**src/rtl/serial_add_ctrl.sv**
```systemverilog
// Bit-serial adder controller: one shared full-adder cell, one bit per clock, LSB first.
// Optional signed-overflow output is enabled by defining SERIAL_ADD_OVF_EN.

module fa (
    output logic y,
    output logic cOut,
    input  logic A,
    input  logic B,
    input  logic C
);
    assign y    = A ^ B ^ C;
    assign cOut = (A & B) | (C & (A ^ B));
endmodule

module serial_add_ctrl #(
    parameter int WIDTH = 8
) (
    input  logic             clk,
    input  logic             reset,
    input  logic             start,
    input  logic [WIDTH-1:0] a,
    input  logic [WIDTH-1:0] b,
    input  logic             cin,
    output logic             busy,
    output logic             done,
    output logic [WIDTH-1:0] sum,
    output logic             cout
`ifdef SERIAL_ADD_OVF_EN
    ,
    output logic             ovf
`endif
);
    localparam int CW = (WIDTH > 1) ? $clog2(WIDTH) : 1;
    localparam logic [CW-1:0] LAST = CW'(WIDTH - 1);

    typedef enum logic [1:0] {IDLE, RUN, DONE} state_t;

    state_t           state_q;
    logic [WIDTH-1:0] a_sh_q, b_sh_q, sum_q;
    logic [WIDTH-1:0] sum_d;
    logic [CW-1:0]    cnt_q;
    logic             carry_q, cout_q, busy_q, done_q;
    logic             fa_y, fa_co;
`ifdef SERIAL_ADD_OVF_EN
    logic             ovf_q;
`endif

    fa u_fa (fa_y, fa_co, a_sh_q[0], b_sh_q[0], carry_q);

    // New bit enters at the MSB so the LSB-first result lands in place after WIDTH shifts.
    assign sum_d = {fa_y, sum_q[WIDTH-1:1]};

    always_ff @(posedge clk) begin
        if (reset) begin
            state_q <= IDLE;
            a_sh_q  <= '0;
            b_sh_q  <= '0;
            sum_q   <= '0;
            cnt_q   <= '0;
            carry_q <= 1'b0;
            cout_q  <= 1'b0;
            busy_q  <= 1'b0;
            done_q  <= 1'b0;
`ifdef SERIAL_ADD_OVF_EN
            ovf_q   <= 1'b0;
`endif
        end else begin
            done_q <= 1'b0;
            unique case (state_q)
                IDLE: begin
                    if (start) begin
                        a_sh_q  <= a;
                        b_sh_q  <= b;
                        carry_q <= cin;
                        cnt_q   <= '0;
                        sum_q   <= '0;
                        cout_q  <= 1'b0;
                        busy_q  <= 1'b1;
`ifdef SERIAL_ADD_OVF_EN
                        ovf_q   <= 1'b0;
`endif
                        state_q <= RUN;
                    end
                end
                RUN: begin
                    sum_q   <= sum_d;
                    carry_q <= fa_co;
                    a_sh_q  <= a_sh_q >> 1;
                    b_sh_q  <= b_sh_q >> 1;
                    cnt_q   <= cnt_q + 1'b1;
                    if (cnt_q == LAST) begin
                        cout_q  <= fa_co;
`ifdef SERIAL_ADD_OVF_EN
                        // carry into the MSB differs from carry out of it
                        ovf_q   <= carry_q ^ fa_co;
`endif
                        busy_q  <= 1'b0;
                        done_q  <= 1'b1;
                        state_q <= DONE;
                    end
                end
                DONE:    state_q <= IDLE;
                default: state_q <= IDLE;
            endcase
        end
    end

    assign busy = busy_q;
    assign done = done_q;
    assign sum  = sum_q;
    assign cout = cout_q;
`ifdef SERIAL_ADD_OVF_EN
    assign ovf  = ovf_q;
`endif
endmodule

```
**config.mk**
```make
export PLATFORM = sky130hd
export DESIGN_NAME = serial_add_ctrl
export DESIGN_NICKNAME = d
export VERILOG_FILES = /design/src/rtl/serial_add_ctrl.sv
export SDC_FILE = /design/constraint.sdc
export NUM_CORES = 1
export LEC_CHECK = 0
export CAP_MARGIN = 20
export CORE_MARGIN = 2
export CORE_UTILIZATION = 35
export DETAILED_ROUTE_END_ITERATION = 7
export SYNTH_ARGS = -nofsm -noshare
export SYNTH_HDL_FRONTEND = slang
export SYNTH_SLANG_ARGS = --single-unit
```
**constraint.sdc**
```tcl
create_clock -name clk -period 3.95 [get_ports clk]
set_clock_uncertainty 0.2 [all_clocks]
set_input_delay 0.395 -clock clk [delete_from_list [all_inputs] [get_ports clk]]
set_output_delay 0.395 -clock clk [all_outputs]
set_load 0.03 [all_outputs]
```
### Word level (Yosys, flattened, before mapping)

Cells that the tools add are included.

| operators by class | value |
|---|---|
| multiplexer cells | 20 |
| eq/ne operators | 4 |
| bitwise gates (word level) | 6 |
| add/subtract/negate cells | 1 |
| reduce and logical (&&, ||, !) cells | 6 |

Operator list:

| operator | count |
|---|---|
| case mux 8 bit (2 select lines) | 3 |
| 2-to-1 mux 8 bit | 3 |
| 2-to-1 mux 1 bit | 6 |
| case mux 1 bit (2 select lines) | 3 |
| case mux 3 bit (2 select lines) | 1 |
| 2-to-1 mux 2 bit | 2 |
| inequality test 2 bit (second input constant) | 2 |
| case mux 2 bit (2 select lines) | 1 |
| AND reduction 2 bit | 2 |
| adder 3 x 1 -> 3 bit (second input constant) | 1 |
| == test 3 bit (second input constant) | 1 |
| 2-to-1 mux 3 bit | 1 |
| AND reduction 3 bit | 1 |
| bitwise AND 1 bit | 2 |
| == test 2 x 1 -> 1 bit (second input constant) | 1 |
| logical NOT 2 bit | 1 |
| nonzero test 2 bit | 1 |
| OR reduction 2 bit | 1 |
| bitwise XOR 1 bit | 2 |
| inverter 1 bit | 1 |
| bitwise OR 1 bit | 1 |

| word-level totals | value |
|---|---|
| word-level logic and storage cells | 46 |
| register bits after elaboration | 33 |
| input bits | 20 |

### Logic depth before layout (Yosys ltp)

| logic depth | value |
|---|---|
| word-level depth | 5 |
| depth in mapped cells | 6 |
| gate-level depth less buffers | 5 |

### Modules after synthesis

From an unflattened synthesis, not the netlist that was laid out.

| second synthesis, totals | value |
|---|---|
| cell total of the unflattened synthesis | 142 |
| area, all modules | 1436.4 um^2 |

Modules (own cells, without submodules):

| module | instances | cells each | area an instance (um^2) |
|---|---|---|---|
| serial_add_ctrl | 1 | 141 | 1416.4 |
| fa | 1 | 1 | 20.0 |

### Worst setup path after synthesis

OpenSTA, ideal clock, no wires.

| timing path | value |
|---|---|
| path type | register to register |
| from | reg carry_q |
| to | reg sum_q[7] (netlist: sum[7]) |
| period minus slack after synthesis | 1391 ps |
| data arrival time | 1064 ps |
| setup slack | 2559 ps |
| cell stages (with the launch flop) | 5 |
| path buffers | 0 |
| cell sequence | dfxtp_1 > inv_1 > fa_1 > a2bb2oi_1 > nor2_1 |

| between the ends | value |
|---|---|
| word-level cells in the longest chain between the ends | 2 |

Ends and longest elaborated chain:

| what | line | text |
|---|---|---|
| from (decl) | 42 | `logic carry_q, cout_q, busy_q, done_q;` |
| from (signal assigned) | 74 | `carry_q <= cin;` |
| from (signal assigned) | 87 | `carry_q <= fa_co;` |
| bitwise XOR 1 bit | 11 | `assign y = A ^ B ^ C;` |
| case mux 8 bit (2 select lines) | 69 | `unique case (state_q)` |
| to (signal assigned) | 86 | `sum_q <= sum_d;` |
| to (decl) | 39 | `logic [WIDTH-1:0] a_sh_q, b_sh_q, sum_q;` |

Every way passes these cells.
A chain may end at the register's enable or synchronous reset.

==> results.json <==
{
  "status": "finished clean",
  "grt_overflow": 0,
  "die_w_um": 69.7,
  "tritoncts_num_sinks": 33,
  "clk_path_buf_depth": 2,
  "startpoint_type": "input port",
  "area_growth_pct": 25.1,
  "gp_congestion": 0.674,
  "syn_area_mm2": 0.00151,
  "start_util_pct": 37.0,
  "drive_gt1_share_pct": 17.1,
  "dpl-instance-area_mm2": 0.00180,
  "synth_warnings": 0,
  "antenna_cells": 0,
  "peakVddDrop_v": 0.000215,
  "track_usage_pct": 11.5,
  "rsz0062_at_grt": "false",
  "yosys.area.top_type": "dfxtp_1",
  "yosysMostFrequentCell": "dfxtp_1",
  "clk_pin_slew_ns": 0.06,
  "cts_resized": 0,
  "dieArea_mm2": 0.00486,
  "dp_hpwl_um": 1860,
  "finalCritPeriodShare_pct": 49.3,
  "postCtsSetupRepairBufs": 0,
  "worst_pin_slew_ns": 0.883,
  "leakage_nw": 0.697,
  "maxCapViolCount": 0,
  "drc_errors": 0,
  "whs_path_depth": 2,
  "ys_seq_area_share_pct": 43.7,
  "synthAdderAreaFrac_pct": 3.81,
  "synth_mux_area_share_pct": 8.62,
  "yosys.cell_types.count": 30,
  "crit_type": "input port to flop",
  "synth_cells": 148,
  "synth_seq_cells": 33,
  "antenna_found_initial": 0,
  "grt_max_degree": 29,
  "powerDensity_mw_per_mm2": 380,
  "cts_root_buffer": "clkbuf_8",
  "grt_pass1_wl_um": 4600,
  "core-area_mm2": 0.00409,
  "vias_per_cell": 4.93,
  "nets": 199,
  "fp-row-count": 23,
  "postCtsHoldBufs": 0,
  "synthTopCellsByArea": "dfxtp_1 (44%), a211oi_2 (12%), mux2i_1 (8.6%)",
  "final_area_mm2": 0.00189,
  "drtIter0Drc": 42,
  "drv_slew": 0,
  "htree_levels": 2,
  "dpl.cell_count": 218,
  "fmax_mhz": 514,
  "min_path_type": "flop to flop",
  "clk_latency_ns": 0.27,
  "synth_top_family_by_area": "compound AO/OA/AOI/OAI gates",
  "die_h_um": 69.7,
  "synth_nets": 172,
  "async_flop_share_pct": 0,
  "vias": 1109,
  "critPathRequiredTime_ns": 3.91,
  "synth_compound_area_share_pct": 24.0,
  "ios": 31,
  "min_period_ns": 1.95,
  "worstPathMaxFanout": 17,
  "max_slew_margin_pct": 41.0,
  "drtPass1Iterations": 4,
  "synthSimpleGateAreaFrac_pct": 12.4,
  "cts_made_buffers": 5,
  "synth_top_area_share_pct": 43.7,
  "synth_edf_count": 0,
  "setup_viol": 0,
  "synthesis.area_per_instance_um2": 10.2,
  "final_antenna_net_count": 0,
  "fin_cells": 225,
  "portBuffers": 30,
  "wl_per_cell_um": 12.2,
  "first_global_vias": 1066,
  "end_kind": "flop",
  "synthTopCellsByCount": "dfxtp_1 (33), nor2_1 (23), a211oi_2 (14), mux2i_1 (13), a22oi_1 (9)",
  "wirelength_um": 2750,
  "synth_xor_area_share_pct": 0,
  "ys.flop_type": "dfxtp_1",
  "setup_tns_ns": 0,
  "hold_viol_final": 0,
  "r2r_cells": 4,
  "cts_tree": "done",
  "cp.arrival_ns": 1.91
}
[cells in the final DEF, fill, tap and decap left out, drive strengths merged]
cell | netlist | final
nand3 | 2 | 2
buf | 9 | 3
o21bai | 2 | 2
nand2 | 3 | 3
a31oi | 1 | 1
ha | 3 | 3
mux2i | 13 | 13
nor3b | 2 | 2
nand3b | 2 | 2
nor2b | 2 | 2
fa | 1 | 1
o221a | 1 | 1
clkdlybuf4s50 | 0 | 30
a21oi | 6 | 6
nand2b | 1 | 1
nor2 | 28 | 28
o21ba | 1 | 1
a211oi | 15 | 15
inv | 5 | 5
a22oi | 9 | 9
o211ai | 1 | 1
o21ai | 3 | 3
clkbuf | 4 | 7
dfxtp | 33 | 33
a2bb2oi | 1 | 1
[cell type report]
type	instances	area (um^2)
Clock buffer	7	86.3
Tap cell	50	62.6
Timing Repair Buffer	33	323
Sequential cell	33	661
Multi-Input combinational cell	97	738
Inverter	5	18.8
Fill cell	390	2200
[sequential cells by signal (all words and copies together) (netlist names), 2 cells and up]
name / cells
state_q: 2
sum: 8
a_sh_q: 8
b_sh_q: 8
cnt_q: 3
[cells by family (layout without fill, tap and decap cells)]
group,count (synthesis),count (layout)
AOI/OAI and AO/OA,40,40
and+or+nand+nor,40,40
DFF,33,33
buffers and inverters,18,45
muxes,13,13
adders and majority gates,4,4
[metrics by stage]
stage	worst slack [ns]	total power, W	hold WS [ns]	utilization (%)
finish	2.00	0.000718	0.265	46.2
floorplan	2.56	0.000451	0.241	-
global placement	1.72	0.000480	0.250	44.1
detailed placement	1.69	0.000481	0.261	44.1
CTS	1.98	0.000728	0.270	46.2
global route	1.87	0.000755	0.274	46.2
[final timing paths]
check,startpoint,slack [ns],end
setup reg to reg,state_q[0],2.15,sum[3]
setup / recovery,reset,2.00,b_sh_q[5]
hold reg to reg,carry_q,0.26,carry_q
hold / removal,carry_q,0.26,carry_q
[report_power, final]
group / internal [W] / switching (W)
Sequential: 0.000352 / 0.0000106
Clock: 0.000138 / 0.000108
Combinational: 0.0000545 / 0.0000551
[per-layer routing]
metal	wire, um	track usage [%]	vias up
li1	-	-	582
met1	1350	14.8	496
met2	1210	17.8	27
met3	152	4.80	4
met4	31	3.21	0
met5	0	0	-
[critical path, stage by stage]
cell	delay [ns]
clkdlybuf4s50_1	0.95
buf_4	0.36
a21oi_1	0.06
o221a_1	0.13
Note: power is estimated with default switching activity, not from simulation.
